### src/rtl/uart_dbg_cmd_engine.sv
// Debug command engine: parses host bytes from UART_RX into CPU halt/resume and
// single/burst memory accesses, returning read data through UART_TX.
module uart_dbg_cmd_engine #(
  parameter int ADDR_W         = 16,
  parameter int TIMEOUT_CYCLES = 1000000,
  parameter bit HALT_ON_RESET  = 1'b0
) (
  input  logic              clk,
  input  logic              rst,
  input  logic              rx_valid,
  input  logic [7:0]        rx_data,
  output logic              tx_start,
  output logic [7:0]        tx_data,
  input  logic              tx_active,
  input  logic              tx_done,
  output logic [ADDR_W-1:0] mem_addr,
  output logic [7:0]        mem_wdata,
  output logic              mem_we,
  output logic              mem_re,
  input  logic [7:0]        mem_rdata,
  input  logic              mem_ready,
  output logic              cpu_halt,
  output logic              busy,
  output logic              err_pulse,
  output logic [2:0]        dbg_state
);

  typedef enum logic [2:0] {
    S_IDLE, S_ADDR, S_LEN, S_WDATA, S_BUS_WR, S_BUS_RD, S_TX_SEND, S_TX_WAIT
  } state_t;

  localparam int ABYTES = ADDR_W / 8;
  localparam int TW     = $clog2(TIMEOUT_CYCLES + 1);

  state_t              state_q, state_d;
  logic [ADDR_W-1:0]   addr_q, addr_d;
  logic [7:0]          wdata_q, wdata_d;
  logic [7:0]          txd_q, txd_d;
  logic [7:0]          idx_q, idx_d;
  logic [8:0]          cnt_q, cnt_d;
  logic [TW-1:0]       tmo_q, tmo_d;
  logic                is_wr_q, is_wr_d;
  logic                burst_q, burst_d;
  logic                fixed_q, fixed_d;
  logic                we_q, we_d, re_q, re_d;
  logic                tx_start_q, tx_start_d;
  logic                halt_q, halt_d;
  logic                err_q, err_d;
  logic                in_cmd;

  // Bus handshake: mem_we/mem_re rise the cycle after entering BUS_WR/BUS_RD and
  // stay high, with mem_addr/mem_wdata frozen, until the cycle mem_ready is seen.
  always_ff @(posedge clk or negedge rst) begin
    if (!rst) begin
      state_q    <= S_IDLE;
      addr_q     <= '0;
      wdata_q    <= '0;
      txd_q      <= '0;
      idx_q      <= '0;
      cnt_q      <= '0;
      tmo_q      <= '0;
      is_wr_q    <= 1'b0;
      burst_q    <= 1'b0;
      fixed_q    <= 1'b0;
      we_q       <= 1'b0;
      re_q       <= 1'b0;
      tx_start_q <= 1'b0;
      halt_q     <= HALT_ON_RESET;
      err_q      <= 1'b0;
    end else begin
      state_q    <= state_d;
      addr_q     <= addr_d;
      wdata_q    <= wdata_d;
      txd_q      <= txd_d;
      idx_q      <= idx_d;
      cnt_q      <= cnt_d;
      tmo_q      <= tmo_d;
      is_wr_q    <= is_wr_d;
      burst_q    <= burst_d;
      fixed_q    <= fixed_d;
      we_q       <= we_d;
      re_q       <= re_d;
      tx_start_q <= tx_start_d;
      halt_q     <= halt_d;
      err_q      <= err_d;
    end
  end

  always_comb begin
    state_d    = state_q;
    addr_d     = addr_q;
    wdata_d    = wdata_q;
    txd_d      = txd_q;
    idx_d      = idx_q;
    cnt_d      = cnt_q;
    is_wr_d    = is_wr_q;
    burst_d    = burst_q;
    fixed_d    = fixed_q;
    we_d       = we_q;
    re_d       = re_q;
    tx_start_d = 1'b0;
    halt_d     = halt_q;
    err_d      = 1'b0;
    in_cmd     = (state_q == S_ADDR) || (state_q == S_LEN) || (state_q == S_WDATA);
    tmo_d      = (in_cmd && !rx_valid) ? tmo_q + TW'(1) : '0;

    case (state_q)
      S_IDLE: begin
        if (rx_valid) begin
          case (rx_data[6:0])
            7'h00: halt_d = 1'b1;
            7'h01: halt_d = 1'b0;
            7'h02, 7'h03, 7'h04, 7'h05: begin
              is_wr_d = ~rx_data[0];
              burst_d = rx_data[2];
              fixed_d = rx_data[7] & rx_data[2];
              cnt_d   = 9'd1;
              idx_d   = '0;
              state_d = S_ADDR;
            end
            default: err_d = 1'b1;
          endcase
        end
      end
      S_ADDR: begin
        if (rx_valid) begin
          addr_d = (addr_q << 8) | ADDR_W'(rx_data);
          if (idx_q == 8'(ABYTES - 1))
            state_d = burst_q ? S_LEN : (is_wr_q ? S_WDATA : S_BUS_RD);
          else
            idx_d = idx_q + 8'd1;
        end
      end
      S_LEN: begin
        if (rx_valid) begin
          cnt_d   = {1'b0, rx_data} + 9'd1;
          state_d = is_wr_q ? S_WDATA : S_BUS_RD;
        end
      end
      S_WDATA: begin
        if (rx_valid) begin
          wdata_d = rx_data;
          state_d = S_BUS_WR;
        end
      end
      S_BUS_WR: begin
        if (!we_q) begin
          we_d = 1'b1;
        end else if (mem_ready) begin
          we_d    = 1'b0;
          addr_d  = fixed_q ? addr_q : addr_q + ADDR_W'(1);
          cnt_d   = cnt_q - 9'd1;
          state_d = (cnt_q == 9'd1) ? S_IDLE : S_WDATA;
        end
      end
      S_BUS_RD: begin
        if (!re_q) begin
          re_d = 1'b1;
        end else if (mem_ready) begin
          re_d    = 1'b0;
          txd_d   = mem_rdata;
          addr_d  = fixed_q ? addr_q : addr_q + ADDR_W'(1);
          cnt_d   = cnt_q - 9'd1;
          state_d = S_TX_SEND;
        end
      end
      S_TX_SEND: begin
        if (!tx_active) begin
          tx_start_d = 1'b1;
          state_d    = S_TX_WAIT;
        end
      end
      S_TX_WAIT: begin
        if (tx_done)
          state_d = (cnt_q != 9'd0) ? S_BUS_RD : S_IDLE;
      end
      default: state_d = S_IDLE;
    endcase

    // A stalled host abandons the command before any bus access happens.
    if (in_cmd && !rx_valid && (tmo_q == TW'(TIMEOUT_CYCLES - 1))) begin
      state_d = S_IDLE;
      err_d   = 1'b1;
      tmo_d   = '0;
    end
  end

  assign tx_start  = tx_start_q;
  assign tx_data   = txd_q;
  assign mem_addr  = addr_q;
  assign mem_wdata = wdata_q;
  assign mem_we    = we_q;
  assign mem_re    = re_q;
  assign cpu_halt  = halt_q;
  assign busy      = (state_q != S_IDLE);
  assign err_pulse = err_q;
  assign dbg_state = state_q;

endmodule

### config.mk
export PLATFORM = sky130hd
export DESIGN_NAME = uart_dbg_cmd_engine
export DESIGN_NICKNAME = d
export VERILOG_FILES = /design/src/rtl/uart_dbg_cmd_engine.sv
export SDC_FILE = /design/constraint.sdc
export NUM_CORES = 1
export LEC_CHECK = 0
export ABC_AREA = 1
export ABC_CLOCK_PERIOD_IN_PS = 2170
export CORE_ASPECT_RATIO = 0.5
export CORE_MARGIN = 1
export CORE_UTILIZATION = 30
export DETAILED_ROUTE_END_ITERATION = 12
export GPL_TIMING_DRIVEN = 1
export SLEW_MARGIN = 20
export SYNTH_ARGS = -nofsm -noshare
export SYNTH_HDL_FRONTEND = slang
export SYNTH_SLANG_ARGS = --single-unit
### constraint.sdc
create_clock -name clk -period 2.17 [get_ports clk]
set_clock_uncertainty 0.15 [all_clocks]
set_input_delay 0.3255 -clock clk [delete_from_list [all_inputs] [get_ports clk]]
set_output_delay 0.3255 -clock clk [all_outputs]
set_load 0.005 [all_outputs]
## After elaboration in Yosys (flattened, before gate mapping)

Index checks and enable logic that the tools add are counted.

| storage, ports and cells | value |
|---|---|
| flip-flop bits (word level) | 80 |
| bits of input ports | 22 |
| output and inout port bits | 41 |
| logic and storage cells | 128 |

| operators by class | value |
|---|---|
| add/sub/neg operators | 5 |
| equal/unequal tests | 34 |
| muxes and demuxes | 48 |
| bitwise logic cells | 3 |
| reductions and logical operators | 23 |

Operator list:

| cell | number |
|---|---|
| $mux 16 | 5 |
| $mux 9 | 6 |
| $mux 3 | 16 |
| $pmux 16 s3 | 1 |
| $mux 20 | 2 |
| $pmux 9 s4 | 1 |
| $mux 8 | 4 |
| $pmux 3 s8 | 1 |
| $ne 3x3->1 const B | 7 |
| $add 20x1->20 const B | 1 |
| $eq 20x20->1 const B | 1 |
| $add 16x1->16 const B | 1 |
| $or 16x8->16 | 1 |
| $pmux 8 s2 | 1 |
| $eq 7x2->1 const B | 2 |
| $eq 7x3->1 const B | 2 |
| $eq 3x3->1 const B | 4 |
| $ne 2x2->1 const B | 6 |
| $ne 3x2->1 const B | 4 |
| $reduce_and 12->1 | 1 |
| $add 8x1->9 const B | 1 |
| $eq 9x1->1 const B | 1 |
| $mux 1 | 9 |
| $reduce_and 3->1 | 3 |
| 27 further kinds | 32 |

## Longest topological paths before layout

Gate-level depths: netlist (run 1).

| logic depth | value |
|---|---|
| depth in word-level cells | 7 |
| depth in mapped cells | 13 |
| mapped depth without buffers | 13 |

## Worst setup path before layout (run 1)

Ideal clock, no wire load.

| path | value |
|---|---|
| path kind | register -> register |
| start | reg state_q[1] (netlist: dbg_state[1]) |
| end | reg txd_q[0] (netlist: tx_data[0]) |
| library setup time | 0.125 ns |
| data arrival time | 1.477 ns |
| required time | 1.895 ns |
| setup slack | 0.418 ns |
| cell stages (with the launch flop) | 7 |
| buffers on the path | 2 |
| period minus slack after synthesis | 1.752 ns |
| path through | dfrtp_1 > buf_2 > nor2_4 > buf_6 > nand2_4 > nor3_4 > mux2_2 |

| on the way | value |
|---|---|
| word-level cells in the longest chain between the ends | 2 |

Ends and longest elaborated chain:

| element | RTL line | source |
|---|---|---|
| from (decl) | 35 | `state_t state_q, state_d;` |
| from (signal assigned) | 71 | `state_q <= state_d;` |
| $eq 3x3->1 | 107 | `case (state_q)` |
| $reduce_and 3->1 (no line) | n/a |  |
| to (signal assigned) | 74 | `txd_q <= txd_d;` |
| to (decl) | 38 | `logic [7:0] txd_q, txd_d;` |

Every way passes these cells.
A chain may end at the register's enable or synchronous reset.

## Worst setup path after layout (run 1)

| path | value |
|---|---|
| start | reg state_q[2] (netlist: dbg_state[2]) |
| end | out busy |

| on the way | value |
|---|---|
| word-level cells in the longest chain between the ends | 1 |

Ends and longest elaborated chain:

| element | RTL line | source |
|---|---|---|
| $reduce_bool 3->1 | 195 | `assign busy = (state_q != S_IDLE);` |
| to (decl) | 23 | `output logic busy,` |

Every way passes these cells.

==> flow_metrics.tcl, run 1 <==
set metrics [dict create \
    ys_ff_latch 80 \
    ys_types 37 \
    setup_viol_count_final 0 \
    start_util_pct 31.3 \
    first_global_vias 4450 \
    clk-insertion-delay-late_ps 350 \
    fp.dieW_um 183 \
    syn-mean-instance-area_um2 7.17 \
    drc 0 \
    routed_wl_um 12800 \
    internal_power_mw 4.28 \
    crit_path_start "dbg_state[2]$_DFFE_PN0P_" \
    worst_slack_ps 79.3 \
    layout.cells.non_filler 1005 \
    syn_to_final_growth_pct 28.5 \
    r2r_start "dbg_state[0]$_DFFE_PN0P_" \
    total_power_mw 7.19 \
    status "finished clean" \
    power_density_nw_per_um2 1140 \
    die_y_um 92.3 \
    path_max_fanout 6 \
    pwr-share-comb_pct 45.2 \
    antenna_found_initial 0 \
    finalCritPeriodShare_pct 96.3 \
    layout.nets 812 \
    min_period_ps 2090 \
    startpoint_type "flop" \
    clockBufferDepth 2 \
    nFillCells 1617 \
    stdcell_area_um2 6290 \
    finalMaxSlewViolations 0 \
    finalHoldViolations 0 \
    port_buffers 62 \
    htree_num_levels 3 \
    cts_sinks 80 \
    wl_per_cell_um 12.7 \
    worstSetupEndpointType "output port" \
    syn-cell-area_um2 4900 \
    layout_common_cells "nand2_1 (185), inv_1 (86), nor2_1 (79), dfrtp_1 (79), nand3_1 (70)" \
    viasPerCell 4.61 \
    dpl_cell_area_um2 5980 \
    core_area_um2 15700 \
    ys_seq_area_share_pct 40.9 \
    dieArea_um2 16900 \
    firstDrtPassIters 5 \
    grt_pass1_wl_um 21600 \
    cpLargestDelayFamily "flip-flops" \
    worst-path-buf-inv 1 \
    max_freq_mhz 478 \
    grt_overflow 0 \
    pin_count 63 \
    yosysWarnings 0 \
    syn_nets 716 \
    cts_made_buffers 9 \
    fin_setup_tns_ps 0 \
    pwr-share-seq_pct 33.8 \
    dp_hpwl_um 9530 \
    clkPwrFrac_pct 21.0 \
    ff_latch_area_um2 2000 \
    ant_nets 0 \
    slowest_stage "dfrtp_1" \
    grt_max_degree 35 \
    slowest_delay_ps 470 \
    dp.cells 988 \
    crit_path_cell_trace "nor2_2 > nand2_2 > clkdlybuf4s50_1" \
    critPathRequiredTime_ps 1690 \
    grt_util_all_layers_pct 16.0 \
    cts_setup_buffers 0 \
    switchingPower_mw 2.91 \
    power.leakage_nw 2.98 \
    slew_headroom_pct 68.5 \
    tightest_slew_ps 472 \
    utilization_pct 40.2 \
    crit_arrival_ps 1620 \
    cts_root_buf "clkbuf_16" \
    routed-via-count 4631 \
    cts_tree "built" \
    clkTransAtPathRegs_ps 60 \
    synthesis.instances 683 \
    layout_commonest_cell "nand2_1" \
    ir_worst_vdd_mv 0.467 \
    hold_path.class "in2async" \
    drive_above_1_share_pct 10.5 \
    crit_type "reg2out" \
    pre_cts_ws_ps -270 \
    rsz0062_at_grt "no" \
    switching_share_pct 40.4 \
    rows 32 \
    place_congestion 0.913 \
    hold_ws_ps 304 \
    multi_input_area_um2 2470 \
    num_antenna_cells 0 \
    drt_iter0_drc 257 \
    maxCapViolCount 0 \
]
-- worst paths after layout --
kind                                       endpoint  slack [ps]  depth (start not counted)
min in group clk           mem_wdata[6]$_DFFE_PN0P_         340                          2
max in group asynchronous      idx_q[5]$_DFFE_PN0P_         990                          3
hold / removal                   tx_start$_DFF_PN0_         300                          2
setup reg to reg           mem_addr[11]$_DFFE_PN0P_         250                         10
hold reg to reg            mem_wdata[6]$_DFFE_PN0P_         340                          2
setup / recovery                               busy          80                          3
-- synthesized netlist by cell type (all sizes together) --
cell type / count / area share [%]
nor3: 12 / 1.5
mux2: 8 / 1.8
o21bai: 2 / 0.31
xor2: 14 / 2.5
a31o: 1 / 0.18
inv: 91 / 7.1
or2: 1 / 0.13
ha: 11 / 2.8
clkbuf: 3 / 0.23
o21ai: 52 / 5.3
nand4: 17 / 2.2
a21oi: 16 / 1.6
o31ai: 1 / 0.15
nand2: 189 / 15
nor4: 2 / 0.26
a41oi: 1 / 0.18
o22ai: 4 / 0.51
and2: 1 / 0.13
nand3: 71 / 7.4
nand3b: 4 / 0.61
o211ai: 1 / 0.15
dfrtp: 80 / 41
nor2: 87 / 7.1
a21o: 1 / 0.15
buf: 10 / 1.6
xnor2: 3 / 0.54
-- registers in the layout, indices dropped and copies added, names as in the netlist --
register	flops
mem_wdata	8
idx_q	8
tx_start	1
err_pulse	1
mem_re	1
tx_data	8
tmo_q	20
mem_addr	16
is_wr_q	1
cpu_halt	1
fixed_q	1
cnt_q	9
dbg_state	3
burst_q	1
mem_we	1
-- metal layers --
| metal | global-route usage [%] | vias to the layer above | part of all wire, % |
|---|---|---|---|
| li1 | - | 2389 | - |
| met1 | 21.3 | 2150 | 49 |
| met2 | 25.9 | 81 | 46 |
| met3 | 3.78 | 11 | 4.6 |
| met4 | 4.48 | 0 | 0.78 |
| met5 | 0 | - | 0 |
-- final cells by class --
type,count,area share (%)
Timing Repair Buffer,98,14.4
Clock inverter,5,0.616
Tap cell,221,4.39
Multi-Input combinational cell,499,39.3
Clock buffer,11,4.02
Sequential cell,80,31.8
Inverter,91,5.51
-- power by group through the flow --
stage	clock [mW]	combinational (mW)	sequential (mW)
6_report	1.51	3.25	2.43
5_1_grt	1.60	3.67	2.50
4_1_cts	1.54	3.26	2.43
3_5_place_dp	0	3.22	2.44
3_3_place_gp	0	3.19	2.44
2_1_floorplan	0	1.92	2.34
-- repair_timing --
| action | in CTS | in global routing |
|---|---|---|
| pin swaps | 0 | 0 |
| setup endpoints to repair | 1 | 14 |
| hold endpoints to repair | 28 | 0 |
| gates resized for setup | 3 | 2 |
| hold buffers | 1 | 0 |
-- logic make-up (layout without fill, tap and decap cells) --
group | Yosys count | after routing | synth area share (%)
muxes | 8 | 8 | 1.84
buffers and inverters | 104 | 205 | 8.89
AOI/OAI and AO/OA | 79 | 79 | 8.59
and+or+nand+nor | 384 | 384 | 33.9
DFF | 80 | 80 | 40.9
xor gates and xnor gates | 17 | 17 | 3.04
adders and majority gates | 11 | 11 | 2.81
Power figures use the tool's default switching activity.
==> inputs of run 2 (changes only) <==
- CTS_CLUSTER_SIZE: unset -> 20
==> results of run 2 <==
Final layout, timing and power as in run 1 (identical DEF).
